`src/rtl/incr_sweep_ctrl_pkg.sv`:
```
// Shared definitions for the incrementing sweep controller: datapath widths
// and the controller state encoding.
package incr_sweep_ctrl_pkg;

  localparam int WIDTH = 4;
  localparam int CNT_W = 5;

  typedef enum logic [1:0] {
    ST_IDLE = 2'd0,
    ST_RUN  = 2'd1,
    ST_DONE = 2'd2
  } state_t;

endpackage

```
`src/rtl/incr_sweep_ctrl_incrementor.sv`:
```
// 4-bit incrementor: out = num + 1 (mod 16), cout flags the 15 -> 0 wrap.
module incrementor_4b (
  input  logic [3:0] num,
  output logic [3:0] out,
  output logic       cout
);

  assign {cout, out} = {1'b0, num} + 5'd1;

endmodule

```
`src/rtl/incr_sweep_ctrl.sv`:
```
// Sweep controller: streams start_val..end_val (inclusive) over valid/ready,
// using the incrementor carry to either stop with overflow or wrap through 0.
module incr_sweep_ctrl #(
  parameter int WIDTH = incr_sweep_ctrl_pkg::WIDTH,
  parameter int CNT_W = incr_sweep_ctrl_pkg::CNT_W
) (
  input  logic             clk,
  input  logic             rst,
  input  logic             start,
  input  logic [WIDTH-1:0] start_val,
  input  logic [WIDTH-1:0] end_val,
  input  logic             wrap_en,
  input  logic             abort,
  output logic             out_valid,
  input  logic             out_ready,
  output logic [WIDTH-1:0] out_data,
  output logic             busy,
  output logic             done,
  output logic             overflow,
  output logic [CNT_W-1:0] beat_cnt
);

  import incr_sweep_ctrl_pkg::*;

  state_t           state, state_nxt;
  logic [WIDTH-1:0] data_q, data_nxt;
  logic [WIDTH-1:0] end_q, end_nxt;
  logic             wrap_q, wrap_nxt;
  logic             ovf_q, ovf_nxt;
  logic [CNT_W-1:0] cnt_q, cnt_nxt;

  logic [WIDTH-1:0] inc_out;
  logic             inc_cout;

  incrementor_4b u_inc (
    .num  (data_q),
    .out  (inc_out),
    .cout (inc_cout)
  );

  always_ff @(posedge clk) begin
    if (rst) begin
      state  <= ST_IDLE;
      data_q <= '0;
      end_q  <= '0;
      wrap_q <= 1'b0;
      ovf_q  <= 1'b0;
      cnt_q  <= '0;
    end else begin
      state  <= state_nxt;
      data_q <= data_nxt;
      end_q  <= end_nxt;
      wrap_q <= wrap_nxt;
      ovf_q  <= ovf_nxt;
      cnt_q  <= cnt_nxt;
    end
  end

  // Abort outranks a same-cycle handshake, so its beat is never counted.
  always_comb begin
    state_nxt = state;
    data_nxt  = data_q;
    end_nxt   = end_q;
    wrap_nxt  = wrap_q;
    ovf_nxt   = ovf_q;
    cnt_nxt   = cnt_q;
    unique case (state)
      ST_IDLE: begin
        if (start) begin
          state_nxt = ST_RUN;
          data_nxt  = start_val;
          end_nxt   = end_val;
          wrap_nxt  = wrap_en;
          ovf_nxt   = 1'b0;
          cnt_nxt   = '0;
        end
      end
      ST_RUN: begin
        if (abort) begin
          state_nxt = ST_IDLE;
        end else if (out_ready) begin
          cnt_nxt = cnt_q + CNT_W'(1);
          if (data_q == end_q) begin
            state_nxt = ST_DONE;
          end else if (inc_cout && !wrap_q) begin
            state_nxt = ST_DONE;
            ovf_nxt   = 1'b1;
          end else begin
            data_nxt = inc_out;
          end
        end
      end
      ST_DONE: state_nxt = ST_IDLE;
      default: state_nxt = ST_IDLE;
    endcase
  end

  assign out_valid = (state == ST_RUN);
  assign busy      = (state == ST_RUN);
  assign done      = (state == ST_DONE);
  assign out_data  = data_q;
  assign overflow  = ovf_q;
  assign beat_cnt  = cnt_q;

endmodule

```
`config.mk`:
```
export PLATFORM = sky130hd
export DESIGN_NAME = incr_sweep_ctrl
export DESIGN_NICKNAME = d
export VERILOG_FILES = /design/src/rtl/incr_sweep_ctrl_pkg.sv /design/src/rtl/incr_sweep_ctrl_incrementor.sv /design/src/rtl/incr_sweep_ctrl.sv
export SDC_FILE = /design/constraint.sdc
export NUM_CORES = 1
export LEC_CHECK = 0
export ABC_CLOCK_PERIOD_IN_PS = 1650
export CAP_MARGIN = 10
export CORE_AREA = 2 2 53 55
export CTS_CLUSTER_SIZE = 12
export DETAILED_ROUTE_END_ITERATION = 7
export DIE_AREA = 0 0 55 57
export PLACE_DENSITY = 0.63
export SYNTH_ARGS = -nofsm -noshare
export SYNTH_HDL_FRONTEND = slang
export SYNTH_HIERARCHICAL = 1
export SYNTH_SLANG_ARGS = --single-unit
export TNS_END_PERCENT = 50
```
`constraint.sdc`:
```
create_clock -name clk -period 1.65 [get_ports clk]
set_input_delay 0.495 -clock clk [delete_from_list [all_inputs] [get_ports clk]]
set_output_delay 0.495 -clock clk [all_outputs]
set_load 0.02 [all_outputs]
```
==> results of run 1 <==
power breakdown:
| group | leakage [nW] | switching, W | internal, W |
|---|---|---|---|
| clock | 0.0139 | 0.000146 | 0.0000923 |
| sequential | 0.141 | 0.0000279 | 0.000442 |
| combinational | 0.541 | 0.000215 | 0.000229 |
cell families (layout without fill, tap and decap cells):
kind of cell               count (synthesis)  count (layout)  synth area share, %
buffers and inverters                     13              60                 6.09
muxes                                     10              10                 11.1
and+or+nand+nor                           21              21                 16.9
DFF                                       17              17                 37.6
xor gates and xnor gates                   9               9                 8.71
AOI/OAI and AO/OA                         18              18                 16.9
adders and majority gates                  2               2                 2.77
through the flow:
stage / TNS, ns / area [um2] / util, %
after floorplan: 0 / 907 / -
after global placement: -3.61 / 1290 / 49.3
after detailed placement: -3.99 / 1290 / 49.3
after CTS: -0.342 / 1310 / 50.2
after global routing: -0.139 / 1450 / 55.6
final: 0 / 1450 / 55.6
cell type report:
type	instances	area, um2	share of cell area, %
inverters	7	26.3	1.81
clock buffers	3	22.5	1.55
repair buffers	49	429	29.5
well taps	31	38.8	2.67
flip-flops and latches	17	347	23.9
multi-input cells	60	582	40.1
clock inverters	1	7.51	0.517
routing by layer:
metal  GRT usage (%)  vias to the layer above
met5               0                        -
met4            5.23                        0
met3            2.88                        4
met2            21.4                       22
met1            18.4                      379
li1                -                      417
what timing repair did:
action                     in CTS  in global routing
resized for setup              22                 19
setup endpoints to repair      20                 11
cloned                          0                  1
setup buffers                   0                  7
pin swaps                       1                  9
path summary, 6_finish.rpt:
kind,to,slack [ns],cells past startpoint
max,out_data[3]$_SDFFE_PP0P_,0.003,6
min,overflow$_SDFFE_PP0P_,0.52,1
max reg2reg,out_data[3]$_SDFFE_PP0P_,0.003,6
min reg2reg,overflow$_SDFFE_PP0P_,0.52,1
layout by cell type (no fill, tap or decap), drive strengths merged, types with 3 or more instances in the layout:
cell / count
o311a: 4
buf: 24
inv: 7
clkbuf: 4
xor2: 8
dfxtp: 17
nor3: 3
mux2i: 10
dlymetal6s2s: 3
dlygate4sd2: 9
a211oi: 4
clkdlybuf4s50: 10
nor2: 8
sequential cells by signal (all words and copies together) (netlist names):
signal	cells
beat_cnt	5
end_q	4
out_data	4
overflow	1
state	2
wrap_q	1
==> out/results.txt, run 1 <==
total inserted antenna cells: 0
total length of routed wires: 2.40 mm
post-placement cell count: 156
final routed wire length divided by cell count: 14.3 um
effective utilization at floorplan: 34.6%
Pwr Density: 793 mW/mm2
critical path, cell by cell: xor2_1, nor4_4, buf_4, buf_4, o311a_1, a211oi_2
post-synthesis async set-or-reset flop share: 0%
Area Overhead vs Synth: 60.6%
share of synthesized area occupied by flip-flops and latches: 37.6%
number of buffers created by CTS: 3
most frequent cell on the critical path: sky130_fd_sc_hd__buf_4
slowest cell on the critical path: sky130_fd_sc_hd__dfxtp_2
post-route non-filler standard cell count: 168
hold-fix buffer count after cts: 0
DRT met1 WL: 1.04 mm
Syn Inst Count: 90
FP Rows: 19
worst-path fanout max: 7
launch point of the critical path: out_data[2]$_SDFFE_PP0P_
placement-stage worst setup slack: -0.439 ns
first-pass GRT wire length: 3.19 mm
clock tree from TritonCTS: built
fraction of synthesized cell area taken by the top area cell type: 37.6%
cell type with the largest total area after synthesis: sky130_fd_sc_hd__dfxtp_1
upper clock frequency limit: 607 MHz
Synth warnings: 6
biggest cell delay along the critical path: 0.40 ns
classification of the worst setup path: reg -> reg
final slew viol count: 0
Critical path buffers and inverters: 2
via count of the first global-routing pass: 753
clock root buffer: sky130_fd_sc_hd__clkbuf_4
Mapped Avg Cell Area: 10.1 um2
Total Routing Usage GR: 13.7%
Yosys reg bits: 17
clock latency reported for the late side of the worst-skew pair: 0.30 ns
Fillers: 245
Min Clock Period, post-route: 1.65 ns
Startpoint Class: flip-flop
endpoint kind of the worst setup timing path: flip-flop
number of top-level pins: 27
overall die height: 57 um
routed wire length on met2: 1.24 mm
Remaining DRCs: 0
proportion of layout cells with a drive suffix above 1: 35.8%
Hold Startpoint: overflow$_SDFFE_PP0P_
post-DR vias/cell: 4.89
Synthesized Nets: 106
leakage power: 0.696 nW
number of synthesized flops with an enable pin: 0
Overflow after GRT: 0
setup clock skew after layout: 0.00770 ns
HPWL reported at the end of detailed placement: 1.55 mm
Pre-Repair DR Iteration Count: 4
Worst slew margin: 72.9%
final count of negative-setup-slack endpoints: 0
highest metal layer with signal wires: met4
remaining antenna violation count after routing: 0
sink count of the clock tree: 17
CP required: 1.86 ns
largest cells by area after synthesis: sky130_fd_sc_hd__dfxtp_1 38%, sky130_fd_sc_hd__mux2i_1 11%, sky130_fd_sc_hd__xor2_1 7.7%, sky130_fd_sc_hd__o311a_1 4.4%, sky130_fd_sc_hd__a211oi_1 3.3%
number of nets in the finished design: 154
pin count of the biggest net entering global routing: 14
Die ar.: 0.00314 mm2
buffer depth of the longest clock path: 2
peak supply drop: 0.000632 V
Top FF cell, synth: sky130_fd_sc_hd__dfxtp_1
worst hold path type: reg -> reg
clock slew seen by the registers of the worst setup and hold paths: 0.10 ns
share of the clock period used by the worst path after layout: 99.8%
sum of met3 wire segment lengths after detailed routing: 93 um
unrepaired setup endpoints after global routing: true
list of most frequent post-synthesis cells: 17 x sky130_fd_sc_hd__dfxtp_1, 10 x sky130_fd_sc_hd__mux2i_1, 8 x sky130_fd_sc_hd__xor2_1
Power Total: 0.00115 W
number of unique standard cell types used by synthesis: 31
max-capacitance violation count: 0
iteration-0 DRC count of the detailed router: 16
arrival time reported for the critical path endpoint: 1.86 ns
antenna violations before repair: 0
standard cell core area: 0.00262 mm2
outcome: finished clean
routability-driven placement congestion ratio: 0.776
area of the mapped netlist: 905 um2
cell with the most instances after synthesis: sky130_fd_sc_hd__dfxtp_1
minimum hold slack: 0.518 ns
Setup WS post-layout: 0.00270 ns
Tightest Pin Transition: 0.405 ns
Top delay family on crit path: compound AO/OA/AOI/OAI gates
worst reg2reg path startpoint: out_data[2]$_SDFFE_PP0P_
via count: 822
DIE WIDTH: 55 um
CTS HTree Levels: 1
Final Hold Vio Count: 0
number of buffers added on ports: 26
(Power assumes the default switching activity.)
==> run 2, diff against run 1 <==
Settings changed: HOLD_SLACK_MARGIN set to 0.05.
==> results of run 2 <==
Same layout as run 1: the final DEF is identical, and so are final timing and power.
==> run 3, diff against run 2 <==
Settings changed: PLACE_DENSITY 0.63 to 0.72, SKIP_LAST_GASP set to 1.
==> run 3 against run 2 <==
The flow now finishes with violations (negative setup slack). Non-clock buffer count shrank 2. Highest routed layer unchanged. Hold slack gained 0.00055 ns. Cell count shrank 1.2%. Maximum frequency shrank 3.3%. Cell area shrank 3.2%. Die area is the same. Sequential share of layout area grew 0.79 points. Via count shrank 0.49%. Setup slack lost 0.056 ns. Utilization shrank 1.8 points. Clock skew grew 0.0050 ns. Wire length shrank 5.3%.
==> out/results.txt, run 3 (synthesis results as in run 1) <==
outcome: finished with violations
failing checks: negative setup slack
total inserted antenna cells: 0 (unchanged)
number of top-level pins: 27 (unchanged)
classification of the worst setup path: in -> reg
clock slew seen by the registers of the worst setup and hold paths: 0.09 ns (about the same)
register area: 347 um2 (unchanged)
commonest non-fill, non-tap cell in the layout: sky130_fd_sc_hd__buf_4
Min Clock Period, post-route: 1.70 ns (+0.0557 ns)
standard cell core area: 0.00262 mm2 (unchanged)
clock tree from TritonCTS: built
peak supply drop: 0.000457 V (-28%)
most frequent cells in the layout: 18 x sky130_fd_sc_hd__buf_4, 14 x sky130_fd_sc_hd__dfxtp_1, 11 x sky130_fd_sc_hd__clkdlybuf4s50_1
highest metal layer with signal wires: met4
post-DR vias/cell: 4.93 (+0.71%)
antenna violations before repair: 0 (unchanged)
number of buffers added on ports: 26 (unchanged)
sink count of the clock tree: 17 (unchanged)
Tightest Pin Transition: 0.390 ns (-0.0146 ns)
sum of met3 wire segment lengths after detailed routing: 117 um (+26%)
unrepaired setup endpoints after global routing: true
DRT met1 WL: 997 um (-4.2%)
pin count of the biggest net entering global routing: 14 (unchanged)
effective utilization at floorplan: 34.6% (unchanged)
overall die height: 57 um (unchanged)
max-capacitance violation count: 0 (unchanged)
via count of the first global-routing pass: 844 (+12%)
placement-stage worst setup slack: -0.395 ns (+0.0440 ns)
worst-path fanout max: 6 (-1)
number of buffers created by CTS: 3 (unchanged)
flop2flop setup slack: -0.04 ns (-0.04 ns)
proportion of layout cells with a drive suffix above 1: 29.6% (-6.1 points)
Die ar.: 0.00314 mm2 (unchanged)
final routed wire length divided by cell count: 13.7 um (-4.2%)
remaining antenna violation count after routing: 0 (unchanged)
iteration-0 DRC count of the detailed router: 5 (-11)
HPWL reported at the end of detailed placement: 1.58 mm (+1.9%)
Area Overhead vs Synth: 55.5%
share of the clock period used by the worst path after layout: 103% (+3.4 points)
Layout Cell Area excl Fill: 0.00141 mm2 (-3.2%)
biggest cell delay along the critical path: 0.49 ns (+0.09 ns)
clock root buffer: sky130_fd_sc_hd__clkbuf_4
final slew viol count: 0 (unchanged)
final count of negative-setup-slack endpoints: 4 (+4)
via count: 818 (-0.49%)
slowest cell on the critical path: sky130_fd_sc_hd__clkdlybuf4s50_1
critical path, cell by cell: clkdlybuf4s50_1, and4bb_4, nor2_4, o31ai_2, a211oi_1
CP required: 1.82 ns (-0.04 ns)
clock latency reported for the late side of the worst-skew pair: 0.31 ns (about the same)
Final Hold Vio Count: 0 (unchanged)
endpoint kind of the worst setup timing path: flip-flop
Top delay family on crit path: compound AO/OA/AOI/OAI gates
Total Routing Usage GR: 14.8% (+1.1 points)
total length of routed wires: 2.27 mm (-5.3%)
flip-flop count of the largest register, all copies and words added: 5 (unchanged)
CTS HTree Levels: 1 (unchanged)
Pwr Density: 778 mW/mm2 (-1.9%)
routability-driven placement congestion ratio: 0.781 (+0.58%)
FP Rows: 19 (unchanged)
number of nets in the finished design: 152 (-1.3%)
upper clock frequency limit: 587 MHz (-3.3%)
leakage power: 0.720 nW (+3.5%)
Critical path buffers and inverters: 1 (-1)
dpl cell area: 0.00129 mm2 (unchanged)
Setup WS post-layout: -0.0530 ns (-0.0557 ns)
area of the multi-input gates: 534 um2 (-8.2%)
DIE WIDTH: 55 um (unchanged)
Startpoint Class: primary input
Fillers: 255 (+4.1%)
aggregate negative setup slack: -0.187 ns (-0.187 ns)
Overflow after GRT: 0 (unchanged)
routed wire length on met2: 1.11 mm (-11%)
setup clock skew after layout: 0.0127 ns (+0.00498 ns)
first-pass GRT wire length: 3.42 mm (+7.2%)
buffer depth of the longest clock path: 2 (unchanged)
arrival time reported for the critical path endpoint: 1.87 ns (about the same)
Worst slew margin: 73.8% (+0.90 points)
worst hold path type: reg -> reg
Remaining DRCs: 0 (unchanged)
Pre-Repair DR Iteration Count: 4 (unchanged)
-- run 3: changes by cell type in the layout (fill, tap and decap cells not counted), sizes merged --
cell           delta
buf               -2
clkinv            +1
clkinvlp          -1
dlygate4sd2       -2
dlymetal6s2s      +2
clkdlybuf4s50     +1
clkdlybuf4s15     -1
-- run 3: worst register-to-register path, delay by kind of cell, from the launching register on --
kind            cells  cell delay [ns]
buf+inv             2             0.26
flops               1             0.33
simple gates        2             0.42
compound gates      2             0.54
-- run 3: path summary, 6_finish.rpt --
kind	startpoint	endpoint	depth (start not counted)
worst max register to register	state[1]$_SDFFE_PP0P_	out_data[2]$_SDFFE_PP0P_	6
worst min-delay path	overflow$_SDFFE_PP0P_	overflow$_SDFFE_PP0P_	1
worst max-delay path	out_ready	out_data[2]$_SDFFE_PP0P_	5
worst min register to register	overflow$_SDFFE_PP0P_	overflow$_SDFFE_PP0P_	1
-- run 3: power breakdown --
| group | switching (W) | internal [W] | leakage [nW] |
|---|---|---|---|
| sequential | 0.0000353 | 0.000442 | 0.140 |
| clock | 0.000144 | 0.0000906 | 0.0177 |
| combinational | 0.000178 | 0.000204 | 0.562 |
| total | 0.000358 | 0.000736 | 0.720 |
-- run 3: repair_timing --
item / in CTS / in global routing
endpoints found under the setup margin: 20 / 15
buffers inserted: 0 / 6
resized for setup: 16 / 14
pin swaps: 0 / 7
hold buffers: 0 / 0
-- run 3: final cells by class --
type,instances,share of cell area [%]
clock buffers,3,1.60
multi-input cells,60,38.0
well taps,31,2.76
inverters,7,1.87
clock inverters,1,0.356
flip-flops and latches,17,24.6
repair buffers,47,30.8
-- run 3: routing by layer --
layer	vias to the layer above	GRT usage, %
met2	24	24.7
met1	379	17.5
li1	410	-
met4	0	8.36
met3	5	2.36
met5	-	0
-- run 3: through the flow --
stage	util, %	power (W)	hold slack (ns)	cells
2_1_floorplan	-	0.000688	0.461	90
3_3_place_gp	49.3	0.000821	0.483	156
3_5_place_dp	49.3	0.000827	0.497	156
4_1_cts	50.0	0.00105	0.512	160
5_1_grt	53.8	0.00116	0.560	166
6_report	53.8	0.00109	0.519	166
